<file path="src/rtl/mem_stage.sv">
`default_nettype none
// ---------------------------------------------------------------------------
// mem_stage : EX/MEM register and data-memory req/ack stage (opt MEM_STAGE_TIMEOUT_EN)
// Rev 1.0
// ---------------------------------------------------------------------------
module mem_stage #(
    parameter int DATA_WIDTH     = 32,
    parameter int TIMEOUT_CYCLES = 255
) (
    input  logic                  clk,
    input  logic                  rst_n,
    input  logic                  ex_valid,
    input  logic [DATA_WIDTH-1:0] ex_aluout,
    input  logic [DATA_WIDTH-1:0] ex_store_data,
    input  logic [3:0]            ex_memop,
    input  logic [4:0]            ex_rd,
    input  logic                  ex_regwrite,
    output logic                  mem_ready,
    output logic                  dmem_req,
    output logic                  dmem_we,
    output logic [DATA_WIDTH-1:0] dmem_addr,
    output logic [3:0]            dmem_be,
    output logic [DATA_WIDTH-1:0] dmem_wdata,
    input  logic                  dmem_ack,
    input  logic [DATA_WIDTH-1:0] dmem_rdata,
    output logic                  wb_valid,
    output logic [DATA_WIDTH-1:0] wb_data,
    output logic [4:0]            wb_rd,
    output logic                  wb_regwrite,
    output logic                  addr_exc,
    output logic                  bus_err
);

    localparam logic [3:0] c_OP_LB  = 4'd1;
    localparam logic [3:0] c_OP_LBU = 4'd2;
    localparam logic [3:0] c_OP_LH  = 4'd3;
    localparam logic [3:0] c_OP_LHU = 4'd4;
    localparam logic [3:0] c_OP_LW  = 4'd5;
    localparam logic [3:0] c_OP_SB  = 4'd6;
    localparam logic [3:0] c_OP_SH  = 4'd7;
    localparam logic [3:0] c_OP_SW  = 4'd8;

    generate
        if (DATA_WIDTH != 32 || TIMEOUT_CYCLES < 1) begin : g_cfg_check
            $error("mem_stage: unsupported DATA_WIDTH or TIMEOUT_CYCLES");
        end
    endgenerate

    typedef enum logic [0:0] {
        S_IDLE = 1'b0,
        S_WAIT = 1'b1
    } state_t;

    state_t      r_state;
    logic [4:0]  r_rd;
    logic        r_regwrite;
    logic [3:0]  r_memop;
    logic [1:0]  r_off;

    logic        w_is_load;
    logic        w_is_store;
    logic        w_misaligned;
    logic [3:0]  w_be;
    logic [31:0] w_wdata;
    logic [7:0]  w_byte;
    logic [15:0] w_half;
    logic [31:0] w_load_data;

    assign mem_ready = (r_state == S_IDLE);

    // Decode of the incoming op; codes 9-15 fall through as non-memory.
    always_comb begin
        w_is_load    = (ex_memop >= c_OP_LB) && (ex_memop <= c_OP_LW);
        w_is_store   = (ex_memop >= c_OP_SB) && (ex_memop <= c_OP_SW);
        w_misaligned = 1'b0;
        w_be         = 4'b1111;
        w_wdata      = ex_store_data;
        case (ex_memop)
            c_OP_LH, c_OP_LHU: w_misaligned = ex_aluout[0];
            c_OP_LW:           w_misaligned = |ex_aluout[1:0];
            c_OP_SB: begin
                w_be    = 4'b0001 << ex_aluout[1:0];
                w_wdata = {4{ex_store_data[7:0]}};
            end
            c_OP_SH: begin
                w_misaligned = ex_aluout[0];
                w_be         = ex_aluout[1] ? 4'b1100 : 4'b0011;
                w_wdata      = {2{ex_store_data[15:0]}};
            end
            c_OP_SW:           w_misaligned = |ex_aluout[1:0];
            default: ;
        endcase
    end

    // Little-endian lane extraction of the returned word.
    always_comb begin
        w_half = r_off[1] ? dmem_rdata[31:16] : dmem_rdata[15:0];
        case (r_off)
            2'd1:    w_byte = dmem_rdata[15:8];
            2'd2:    w_byte = dmem_rdata[23:16];
            2'd3:    w_byte = dmem_rdata[31:24];
            default: w_byte = dmem_rdata[7:0];
        endcase
        case (r_memop)
            c_OP_LB:  w_load_data = {{24{w_byte[7]}}, w_byte};
            c_OP_LBU: w_load_data = {24'd0, w_byte};
            c_OP_LH:  w_load_data = {{16{w_half[15]}}, w_half};
            c_OP_LHU: w_load_data = {16'd0, w_half};
            default:  w_load_data = dmem_rdata;
        endcase
    end

`ifdef MEM_STAGE_TIMEOUT_EN
    localparam int CNT_W = (TIMEOUT_CYCLES < 256) ? 8 : $clog2(TIMEOUT_CYCLES + 1);
    logic [CNT_W-1:0] r_tmo_cnt;
`else
    assign bus_err = 1'b0;
`endif

    always_ff @(posedge clk or negedge rst_n) begin
        if (!rst_n) begin
            r_state     <= S_IDLE;
            r_rd        <= 5'd0;
            r_regwrite  <= 1'b0;
            r_memop     <= 4'd0;
            r_off       <= 2'd0;
            dmem_req    <= 1'b0;
            dmem_we     <= 1'b0;
            dmem_addr   <= '0;
            dmem_be     <= 4'd0;
            dmem_wdata  <= '0;
            wb_valid    <= 1'b0;
            wb_data     <= '0;
            wb_rd       <= 5'd0;
            wb_regwrite <= 1'b0;
            addr_exc    <= 1'b0;
`ifdef MEM_STAGE_TIMEOUT_EN
            bus_err     <= 1'b0;
            r_tmo_cnt   <= '0;
`endif
        end else begin
            wb_valid <= 1'b0;
            addr_exc <= 1'b0;
`ifdef MEM_STAGE_TIMEOUT_EN
            bus_err  <= 1'b0;
`endif
            case (r_state)
                S_IDLE: begin
                    if (ex_valid) begin
                        if (!(w_is_load || w_is_store)) begin
                            wb_valid    <= 1'b1;
                            wb_data     <= ex_aluout;
                            wb_rd       <= ex_rd;
                            wb_regwrite <= ex_regwrite & (ex_rd != 5'd0);
                        end else if (w_misaligned) begin
                            addr_exc <= 1'b1;
                        end else begin
                            r_state    <= S_WAIT;
                            dmem_req   <= 1'b1;
                            dmem_we    <= w_is_store;
                            dmem_addr  <= {ex_aluout[31:2], 2'b00};
                            dmem_be    <= w_be;
                            dmem_wdata <= w_wdata;
                            r_rd       <= ex_rd;
                            r_regwrite <= ex_regwrite & (ex_rd != 5'd0) & w_is_load;
                            r_memop    <= ex_memop;
                            r_off      <= ex_aluout[1:0];
`ifdef MEM_STAGE_TIMEOUT_EN
                            r_tmo_cnt  <= '0;
`endif
                        end
                    end
                end
                S_WAIT: begin
                    if (dmem_ack) begin
                        r_state     <= S_IDLE;
                        dmem_req    <= 1'b0;
                        wb_valid    <= 1'b1;
                        wb_data     <= w_load_data;
                        wb_rd       <= r_rd;
                        wb_regwrite <= r_regwrite;
                    end
`ifdef MEM_STAGE_TIMEOUT_EN
                    else if (r_tmo_cnt == CNT_W'(TIMEOUT_CYCLES - 1)) begin
                        r_state  <= S_IDLE;
                        dmem_req <= 1'b0;
                        bus_err  <= 1'b1;
                    end else begin
                        r_tmo_cnt <= r_tmo_cnt + CNT_W'(1);
                    end
`endif
                end
                default: r_state <= S_IDLE;
            endcase
        end
    end

endmodule
`default_nettype wire

</file>
<file path="config.mk">
export PLATFORM = sky130hd
export DESIGN_NAME = mem_stage
export DESIGN_NICKNAME = d
export VERILOG_FILES = /design/src/rtl/mem_stage.sv
export SDC_FILE = /design/constraint.sdc
export NUM_CORES = 1
export LEC_CHECK = 0
export ABC_AREA = 1
export ABC_CLOCK_PERIOD_IN_PS = 3140
export CORE_UTILIZATION = 50
export DETAILED_ROUTE_END_ITERATION = 12
export PLACE_DENSITY_LB_ADDON = 0.25
export SYNTH_ARGS = -nofsm -noshare
export SYNTH_HDL_FRONTEND = slang
export SYNTH_SLANG_ARGS = --single-unit
export TNS_END_PERCENT = 1
</file>
<file path="constraint.sdc">
create_clock -name clk -period 3.14 [get_ports clk]
set_input_delay 0.628 -clock clk [delete_from_list [all_inputs] [get_ports clk]]
set_output_delay 0.628 -clock clk [all_outputs]
set_load 0.005 [all_outputs]
</file>
Yosys cells after proc, flatten, opt, wreduce, memory -nomap -nowiden
Cells that the tools add are included.

operators by class
  $lt $le $gt $ge = 4
  eq/ne operators = 18
  shift-type cells = 1
  mux-type cells = 37
  bitwise operators = 4
  reduce and logical (&&, ||, !) cells = 10

operators with widths
  cell                                                               number
  case mux 32 bit (2 select lines)                                   2
  case mux 32 bit (4 select lines)                                   1
  two-way mux 32 bit                                                 3
  case mux 8 bit (3 select lines)                                    1
  equality test 4 x 3 -> 1 bit, second input constant                5
  two-way mux 1 bit                                                  18
  two-way mux 16 bit                                                 1
  two-way mux 5 bit                                                  3
  equality test 4 x 2 -> 1 bit, second input constant                3
  case mux 1 bit (2 select lines)                                    5
  case mux 5 bit (2 select lines)                                    1
  inequality test 2 bit, second input constant                       4
  case mux 4 bit (2 select lines)                                    1
  AND reduction 4 bit                                                2
  nonzero test 5 bit                                                 1
  equality test 2 bit, second input constant                         2
  equality test 4 x 1 -> 1 bit, second input constant                1
  equality test 4 bit, second input constant                         1
  greater-or-equal comparator 4 x 1 -> 1 bit, second input constant  1
  greater-or-equal comparator 4 x 3 -> 1 bit, second input constant  1
  <= comparator 4 x 3 -> 1 bit, second input constant                1
  <= comparator 4 bit, second input constant                         1
  two-way mux 4 bit                                                  1
  OR reduction 2 bit                                                 2
  9 further kinds                                                    12

word-level totals
  bits in registers = 121
  input port bits = 110
  logic and storage cells = 89

Depth between registers and ports, before layout
Gate-level depths: netlist of the first run.

  depth after elaboration = 7
  mapped depth = 11
  gate-level depth less buffers = 9

Worst setup path before layout of the first run
Ideal clock, no wire load.

  kind = input-to-reg
  from = input ex_memop[1]
  to = register r_off[1]
  setup time = 0.117 ns
  arrival = 1.592 ns
  slack = 1.431 ns
  cell stages on the path = 10
  path buffers = 2
  cells stage by stage = inv_2 nand2_1 nor2_1 nor2_2 a21boi_1 buf_4 nand2_4 buf_4 nand2_1 nand2_1

between the ends
  cells in the longest elaborated chain, start to end = 5

RTL lines
  what                                                                       line  source
  from (decl)                                                                15    input logic [3:0] ex_memop,
  equality test 4 x 3 -> 1 bit, or another cell as far along                 78    case (ex_memop)
  OR reduction 3 bit (no source line) or OR reduction 2 bit (tied branches)  --
  case mux 1 bit (2 select lines)                                            78
  inverter 1 bit (no source line)                                            --
  AND reduction 4 bit (no source line) *                                     --
  to (signal assigned)                                                       167   r_off <= ex_aluout[1:0];
  to (decl)                                                                  58    logic [1:0] r_off;

Every way passes the cells marked *; elsewhere a longest branch is shown, timed or not.
A chain may end at the register's enable or synchronous reset.

Final worst setup path of the first run
  from = register r_state
  to = output mem_ready

between the ends
  cells in the longest elaborated chain, start to end = 1

RTL lines
  what                             line  source
  from (decl)                      54    state_t r_state;
  from (signal assigned)           122   r_state <= S_IDLE;
  from (signal assigned)           158   r_state <= S_WAIT;
  from (signal assigned)           176   r_state <= S_IDLE;
  inverter 1 bit (no source line)  --
  to (decl)                        18    output logic mem_ready,

No other way between the ends.

==> impl_metrics.yaml, run 1 <==
grt:
  grt_pass1_vias: 6657
  overflow: 0
  antenna_found_initial: 0
  grt.total_usage: 0.315
  grt_pass1_wl_um: 32800
  grt_max_degree: 81
setup_path:
  worstSetupPathType: "reg -> out"
  r2r_end: "wb_data[7]"
  cp_cell_sequence: "clkinv_1 -> buf_4 -> clkdlybuf4s50_1"
  r2r_start: "r_memop[1]"
  end_kind: "primary output"
  cp-startpoint: "r_state"
  cp_max_fo: 25
  start_kind: "flip-flop"
  crit_required_ns: 2.51
  endpoint: "mem_ready"
  crit_family: "buffers and inverters"
  max_stage_delay_ns: 0.58
  crit_arrival_ns: 1.69
  cpMaxStageDelayCell: "clkdlybuf4s50_1"
  cp_num_cells: 3
  ff2ff_setup_slack_ns: 0.97
  path_buf_inv: 3
  worstRegToRegCells: 8
synthesis:
  synth-seq-cells: 121
  syn_area_per_cell_um2: 7.20
  synth_cells: 922
  syn_area_um2: 6640
  synth_top_area_cell: "dfrtp_1"
  synth_cell_type_count: 31
  yosysTopAreaCellShare: 0.456
  ys_seq_area_frac: 0.456
  yosysWarnings: 0
  synth_area_leaders: "dfrtp_1, nand2_1, nand3_1"
detailed_routing:
  drt-initial-drc-count: 623
  wire_per_inst_um: 16.0
  final_antenna_net_count: 0
  firstDrtPassIters: 5
  wirelength_um: 20800
  via_per_inst: 5.39
  via_count: 7016
  drc: 0
place:
  numPortBuffers: 218
  place_hpwl_um: 14000
  place_congestion: 0.922
  dp_slack_ns: 0.540
  dpl.cell_count: 1269
clock_network:
  clock_latency_ns: 0.41
  clockBufferDepth: 2
  cts_tree: "done"
  cts-root-buf: "clkbuf_16"
  cts_made_buffers: 17
  cts_setup_buffers: 0
  clk_pin_slew_ns: 0.06
  cts_resized: 0
  cts_hold_buf: 0
  h-tree-depth: 4
  clkSinkCount: 121
sta:
  max_freq_ghz: 0.431
  finalWorstSetupSlack_ns: 0.819
  fin_worst_skew_ns: 0.00554
  slew_viol_final: 0
  worst-slew-pin-transition_ns: 0.644
  hold_viol: 0
  setup_viol: 0
  rsz0062_at_grt: "no"
  fin_crit_ns: 2.32
  tns_ns: 0
  relSlewSlack: 0.571
  period_share: 0.739
cells_and_area:
  final_nets: 1226
  syn_to_final_growth_pct: 43.4
  drive_gt1_frac: 0.0709
  postLayoutCoreUtil: 0.746
  diodes: 0
  final_cell_count_no_fill: 1301
  multi_input_area_um2: 3060
  ff_latch_area_um2: 3030
  filler_cell_count: 975
floorplanning:
  die_area_um2: 13700
  boundaryPins: 222
  rows: 41
  initial_utilization: 0.520
  coreArea_um2: 12800
  die-width_um: 117
  die_h_um: 117
pwr:
  power.total_mw: 6.88
  pwr_density_cell_nw_per_um2: 723
  peakVddDrop_mv: 0.397
  power.leakage_nw: 4.74
hold_path:
  holdCritPathClass: "in -> async"
status:
  status: "completed"
flow_run:
  cap_violations: 0
## layout make-up
type,instances,area share
Multi-Input combinational cell,680,0.322
Sequential cell,121,0.318
Timing Repair Buffer,233,0.249
Clock buffer,26,0.0556
Inverter,63,0.0248
Tap cell,172,0.0226
Clock inverter,6,0.00880
## flip-flops by register name (all words and copies together), names as in the netlist
register / count
wb_regwrite: 1
r_memop: 4
dmem_wdata: 32
r_state: 1
wb_data: 32
dmem_req: 1
dmem_addr: 30
addr_exc: 1
dmem_be: 4
r_off: 2
wb_valid: 1
r_regwrite: 1
wb_rd: 5
dmem_we: 1
r_rd: 5
## worst reg2reg max path: stages, from the launching register on
cell and delay, ns:
dfrtp_1 0.45, nor2_1 0.09, nand3_1 0.08, buf_4 0.30
nand2_1 0.42, nand2_1 0.18, nand2_1 0.06, o21ai_0 0.33
a21oi_1 0.12
## where the power goes
| group | total [mW] | switching, mW | leakage, nW | internal (mW) |
|---|---|---|---|---|
| clock | 2.00 | 0.683 | 0.306 | 1.31 |
| combinational | 2.54 | 1.22 | 2.95 | 1.32 |
| sequential | 2.35 | 0.312 | 1.48 | 2.04 |
## cells in the mapped netlist
| library cell | n |
|---|---|
| inv_2 | 4 |
| nor2_4 | 2 |
| o211ai_1 | 10 |
| nand3_1 | 194 |
| a21boi_0 | 6 |
| inv_1 | 58 |
| nor2_2 | 1 |
| dfrtp_1 | 121 |
| o21ai_2 | 1 |
| buf_1 | 1 |
| o21ai_1 | 1 |
| conb_1 | 1 |
| clkinv_1 | 1 |
| nor3_4 | 1 |
| clkbuf_1 | 17 |
| nand4_1 | 5 |
| nand2_2 | 2 |
| and2_1 | 4 |
| nand2_4 | 1 |
| nand3b_1 | 1 |
| o21ai_0 | 25 |
| nand3_2 | 2 |
| a21boi_1 | 1 |
| or2_2 | 19 |
| buf_6 | 2 |
| buf_4 | 17 |
| nor3_1 | 2 |
| nand2_1 | 354 |
| buf_2 | 23 |
| a21oi_1 | 19 |
| nor2_1 | 26 |
## per-stage QoR
step	hold WS (ns)	cell area (um^2)
floorplan	0.332	6650
detailed placement	0.456	8910
CTS	0.230	9520
global route	0.261	9520
finish	0.210	9520
global placement	0.449	8910
## how the worst min path moves through the flow
stage,from,endpoint,slack (ns),cells past startpoint
detailed placement,r_rd[0],r_rd[0],0.46,2
global route,rst_n,dmem_addr[27],0.26,1
floorplan,rst_n,addr_exc,0.33,0
CTS,rst_n,dmem_addr[27],0.23,1
global placement,r_rd[4],r_rd[4],0.45,2
finish,rst_n,dmem_addr[27],0.21,1
## kinds of logic after synthesis
| family | after synthesis | share of synthesized area |
|---|---|---|
| AOI/OAI and AO/OA | 63 | 0.0544 |
| buffers and inverters | 123 | 0.0857 |
| DFF | 121 | 0.456 |
| other | 1 | 0.000565 |
| and+or+nand+nor | 614 | 0.403 |
## routing by layer
| metal | track usage | vias to the layer above | part of all wire | wire length (um) |
|---|---|---|---|---|
| met5 | 0 | - | 0 | 0 |
| li1 | - | 3348 | - | - |
| met1 | 0.400 | 3269 | 0.42 | 8670 |
| met2 | 0.515 | 359 | 0.47 | 9800 |
| met3 | 0.0844 | 40 | 0.090 | 1870 |
| met4 | 0.118 | 0 | 0.024 | 501 |
## placed cells by master, fill, tap and decap left out
master           count
nand2_4              1
conb_1               3
nand3b_1             1
o211ai_1            10
or2_2               19
clkbuf_16           17
inv_2                4
dfrtp_1            121
bufinv_16            2
nor3_1               2
clkinv_2             3
inv_1               58
a21boi_0             6
nand3_2              2
o21ai_0             25
nand2_1            354
nor2_4               2
nand2_2              2
buf_12               6
nand4_1              5
clkbuf_1             2
nor2_1              26
o21ai_2              1
nand3_1            194
clkinv_1             1
clkdlybuf4s50_1    217
o21ai_1              1
clkbuf_8             7
clkinv_4             1
nor3_4               1
and2_1               4
buf_4               10
nor2_2               1
a21oi_1             19
a21boi_4             1
Note: power is estimated with default switching activity, not from simulation.
==> inputs of run 2 (changes only) <==
- ABC_CLOCK_PERIOD_IN_PS: 3140 -> 2040
- CORE_UTILIZATION: 50 -> 42
- clock period: 3.14 -> 2.04 ns (I/O delays scaled with it)
==> run 2 against run 1 <==
Clock skew grew 0.0018 ns. Combinational power grew 59%. Core utilization shrank 8.9 points. Via count grew 0.47%. Clock power grew 59%. Critical path depth shrank 1. Clock-buffer cell count shrank 6. Global-route usage shrank 4.5 points. Highest routed layer unchanged. First-iteration DRC count shrank 23%. Critical path type unchanged. Sequential share of layout area shrank 1.7 points.
==> impl_metrics.yaml, run 2 (synthesized netlist as in run 1, its figures left out) <==
status:
  status: "completed"
floorplanning:
  rows: 45
  die-width_um: 128
  die_h_um: 128
  die_area_um2: 16300
  boundaryPins: 222
  coreArea_um2: 15300
  initial_utilization: 0.434
pwr:
  power.total_mw: 10.8
  pwr_density_cell_nw_per_um2: 1080
  peakVddDrop_mv: 0.573
  power.leakage_nw: 5.00
grt:
  grt_max_degree: 42
  antenna_found_initial: 0
  grt_pass1_vias: 6782
  grt.total_usage: 0.270
  overflow: 0
  grt_pass1_wl_um: 34300
cells_and_area:
  filler_cell_count: 1349
  mostFrequentLayoutCells: "nand2_1, clkdlybuf4s50_1, nand3_1"
  drive_gt1_frac: 0.107
  diodes: 0
  layout_commonest_cell: "nand2_1"
  final_nets: 1273
  syn_to_final_growth_pct: 51.3
  top_regs: "dmem_wdata (32), wb_data (32), dmem_addr (30)"
setup_path:
  r2r_end: "wb_data[23]"
  worstRegToRegCells: 10
  cp_max_fo: 7
  start_kind: "flip-flop"
  r2r_start: "r_off[1]"
  end_kind: "primary output"
  endpoint: "mem_ready"
  cp-startpoint: "r_state"
  crit_required_ns: 1.63
  crit_arrival_ns: 1.56
  worstSetupPathType: "reg -> out"
  ff2ff_setup_slack_ns: 0.23
sta:
  fin_crit_ns: 1.97
  slew_viol_final: 0
  setup_viol: 0
  rsz0062_at_grt: "no"
  fin_worst_skew_ns: 0.00736
  period_share: 0.964
  holdWs_ns: 0.466
  hold_viol: 0
  max_freq_ghz: 0.509
detailed_routing:
  final_antenna_net_count: 0
  wirelength_um: 21100
  drt-initial-drc-count: 482
  via_per_inst: 5.08
  wire_per_inst_um: 15.2
  drc: 0
  firstDrtPassIters: 5
  via_count: 7049
clock_network:
  clk_pin_slew_ns: 0.05
  h-tree-depth: 4
  clkSinkCount: 121
  cts-root-buf: "clkbuf_16"
  cts_setup_buffers: 0
  clock_latency_ns: 0.42
  clockBufferDepth: 2
  cts_tree: "done"
  cts_made_buffers: 17
flow_run:
  cap_violations: 0
place:
  place_congestion: 0.885
  numPortBuffers: 218
  place_hpwl_um: 15600
hold_path:
  holdCritPathClass: "in -> async"
==> run 2: layer usage <==
layer | GRT usage | vias up | wire length [um]
li1 | - | 3444 | -
met1 | 0.349 | 3279 | 9150
met2 | 0.432 | 286 | 9720
met3 | 0.0664 | 40 | 1650
met4 | 0.116 | 0 | 603
met5 | 0 | - | 0
==> run 2: layout make-up <==
cell class / instances / area, um^2 / area share
Clock buffer: 20 / 447 / 0.0444
Clock inverter: 12 / 173 / 0.0172
Inverter: 63 / 236 / 0.0235
Multi-Input combinational cell: 680 / 3060 / 0.305
Sequential cell: 121 / 3030 / 0.301
Tap cell: 211 / 264 / 0.0263
Timing Repair Buffer: 280 / 2840 / 0.282
==> run 2: what timing repair did <==
item | in CTS | in global routing
hold buffers | 1 | 0
gates resized for setup | 0 | 0
endpoints found under the hold margin | 39 | 0
==> run 2: worst min path at each step <==
stage / slack, ns / to / cells after the start / start
3_3_place_gp: 0.35 / wb_data[29] / 1 / rst_n
5_1_grt: 0.48 / dmem_addr[14] / 2 / dmem_addr[14]
4_1_cts: 0.47 / r_rd[0] / 2 / r_rd[0]
3_5_place_dp: 0.35 / wb_data[29] / 1 / rst_n
2_1_floorplan: 0.11 / addr_exc / 0 / rst_n
6_report: 0.47 / wb_data[29] / 2 / rst_n
==> run 2: critical path, cell delays in order (launching register included) <==
cell and delay [ns]:
dfrtp_1 0.48, clkinv_1 0.18, clkdlybuf4s50_1 0.49
==> run 2: through the flow <==
stage	util	instance area, um^2	std cells	TNS [ns]	setup WS [ns]
2_1_floorplan	-	6650	924	0	0.541
3_3_place_gp	0.615	9420	1354	-7.71	-0.119
3_5_place_dp	0.615	9420	1354	-11.48	-0.147
4_1_cts	0.656	10000	1387	0	0.0661
5_1_grt	0.656	10000	1387	0	0.00225
6_report	0.656	10000	1387	0	0.0735
==> run 2: report_power, final <==
| part | internal [mW] | switching, mW |
|---|---|---|
| clock network | 2.07 | 1.10 |
| registers | 3.14 | 0.487 |
| logic | 2.19 | 1.85 |
| total | 7.40 | 3.44 |
==> inputs of run 3 (changes only) <==
- CORE_UTILIZATION: 42 -> 43
- CTS_BUF_LIST: not set -> sky130_fd_sc_hd__clkbuf_8
- PLACE_DENSITY: not set -> 0.84
- PLACE_DENSITY_LB_ADDON: 0.25 -> not set
- SKIP_LAST_GASP: not set -> 1
==> run 3 against run 2 <==
Non-clock buffer count down 17. Clock power down 32%. Sequential power about the same. Core utilization down 2.2 points. Clock-buffer cell count up 1. Global-route usage up 0.79 points. Die area down 2.3%. Power down 9.9%. Design area down 4.4%. Clock skew up 0.0027 ns. Sequential share of layout area up 1.4 points.
==> impl_metrics.yaml, run 3 (synthesized netlist as in run 1, its figures left out) <==
status:
  status: "completed"
pwr:
  power_frac_seq: 0.371
  p_int_mw: 6.45
  power.total_mw: 9.76
  swShare: 0.339
  pwr_density_cell_nw_per_um2: 1020
  clockPowerShare: 0.221
  power.leakage_nw: 4.81
  peakVddDrop_mv: 0.526
  pwr-share-comb: 0.408
  p_sw_mw: 3.31
sta:
  finalWorstSetupSlack_ns: 0.100
  period_share: 0.951
  rsz0062_at_grt: "no"
  worst-slew-pin-transition_ns: 0.534
  fin_crit_ns: 1.94
  tns_ns: 0
  setup_viol: 0
  slew_viol_final: 0
  max_freq_ghz: 0.516
  relSlewSlack: 0.644
  fin_worst_skew_ns: 0.0101
  hold_viol: 0
  holdWs_ns: 0.465
setup_path:
  cp-startpoint: "r_state"
  crit_arrival_ns: 1.53
  r2r_start: "r_memop[1]"
  cp_num_cells: 2
  start_kind: "flip-flop"
  cp_cell_sequence: "clkinv_2 -> clkdlybuf4s50_1"
  max_stage_delay_ns: 0.52
  crit_required_ns: 1.63
  worstSetupPathType: "reg -> out"
  worstRegToRegCells: 7
  end_kind: "primary output"
  crit_family: "buffers and inverters"
  path_buf_inv: 2
  cp_max_fo: 4
  cpMaxStageDelayCell: "clkdlybuf4s50_1"
place:
  place_area_um2: 9200
  place_congestion: 0.988
  dpl.cell_count: 1314
  place_hpwl_um: 15500
  dp_slack_ns: -0.162
  numPortBuffers: 218
clock_network:
  cts-root-buf: "clkbuf_8"
  cts_tree: "done"
  h-tree-depth: 4
  cts_made_buffers: 17
  cts_setup_buffers: 0
  clockBufferDepth: 2
  clkSinkCount: 121
  clock_latency_ns: 0.45
  clk_pin_slew_ns: 0.07
grt:
  antenna_found_initial: 0
  overflow: 0
  grt_max_degree: 81
  grt_pass1_wl_um: 34800
  grt.total_usage: 0.278
  grt_pass1_vias: 6744
hold_path:
  holdCritPathClass: "reg -> reg"
  hold_start: "r_rd[1]"
  holdPathStages: 2
detailed_routing:
  wire_per_inst_um: 15.8
  drc: 0
  firstDrtPassIters: 5
  wirelength_um: 21300
  via_per_inst: 5.31
  final_antenna_net_count: 0
  drt-initial-drc-count: 606
  via_count: 7141
cells_and_area:
  diodes: 0
  mostFrequentLayoutCells: "nand2_1, clkdlybuf4s50_1, nand3_1"
  finalInstanceArea_um2: 9600
  syn_to_final_growth_pct: 44.6
  filler_cell_count: 1300
  layout_commonest_cell: "nand2_1"
  final_cell_count_no_fill: 1346
  postLayoutCoreUtil: 0.634
  final_nets: 1256
  top_regs: "dmem_wdata (32), wb_data (32), dmem_addr (30)"
  drive_gt1_frac: 0.0941
floorplanning:
  die-width_um: 126
  rows: 45
  die_area_um2: 15900
  coreArea_um2: 15100
  initial_utilization: 0.438
  boundaryPins: 222
  die_h_um: 126
flow_run:
  cap_violations: 0
## run 3: changes by cell type in the layout (fill, tap and decap cells not counted), sizes merged
cell      before  now
bufinv         4    2
clkinv         6    5
inv           63   65
clkbuf        20   21
clkinvlp       2    1
buf           62   45
## run 3: area by class of cell
cell class                      count  area (um^2)  area share
Clock buffer                       21          289      0.0301
Clock inverter                     10          103      0.0107
Inverter                           63          238      0.0248
Multi-Input combinational cell    680         3070       0.319
Sequential cell                   121         3030       0.315
Tap cell                          188          235      0.0245
Timing Repair Buffer              263         2650       0.275
## run 3: worst reg2reg max path: cells and delay by family (launching register included)
family	cells	cell delay [ns]
simple gates	4	0.69
compound gates	2	0.36
buf+inv	1	0.17
flops	1	0.45
## run 3: layer usage
layer / global-route usage / up-vias / share of wire
met2: 0.452 / 373 / 0.47
met3: 0.0769 / 34 / 0.097
met5: 0 / - / 0
li1: - / 3397 / -
met4: 0.0900 / 0 / 0.020
met1: 0.358 / 3337 / 0.41
## run 3: what timing repair did
action	CTS	global route
endpoints found under the hold margin	36	0
gates cloned	0	0
pin swaps	0	0
resized for setup	1	1
setup endpoints to repair	1	1
hold buffers	1	0
## run 3: worst paths after layout
path,end,slack [ns]
max in group asynchronous,dmem_wdata[19],0.93
worst max-delay path,mem_ready,0.10
min in group asynchronous,wb_data[12],0.48
worst max register to register,wb_data[7],0.25
worst min register to register,r_rd[1],0.47
worst min-delay path,r_rd[1],0.47
## run 3: power by group through the flow
stage	clock network, mW	registers, mW	logic, mW
after global routing	2.30	3.71	4.39
after detailed placement	0	3.65	3.98
after global placement	0	3.64	3.90
final	2.16	3.63	3.98
after floorplan	0	3.60	1.72
after CTS	2.19	3.62	4.00
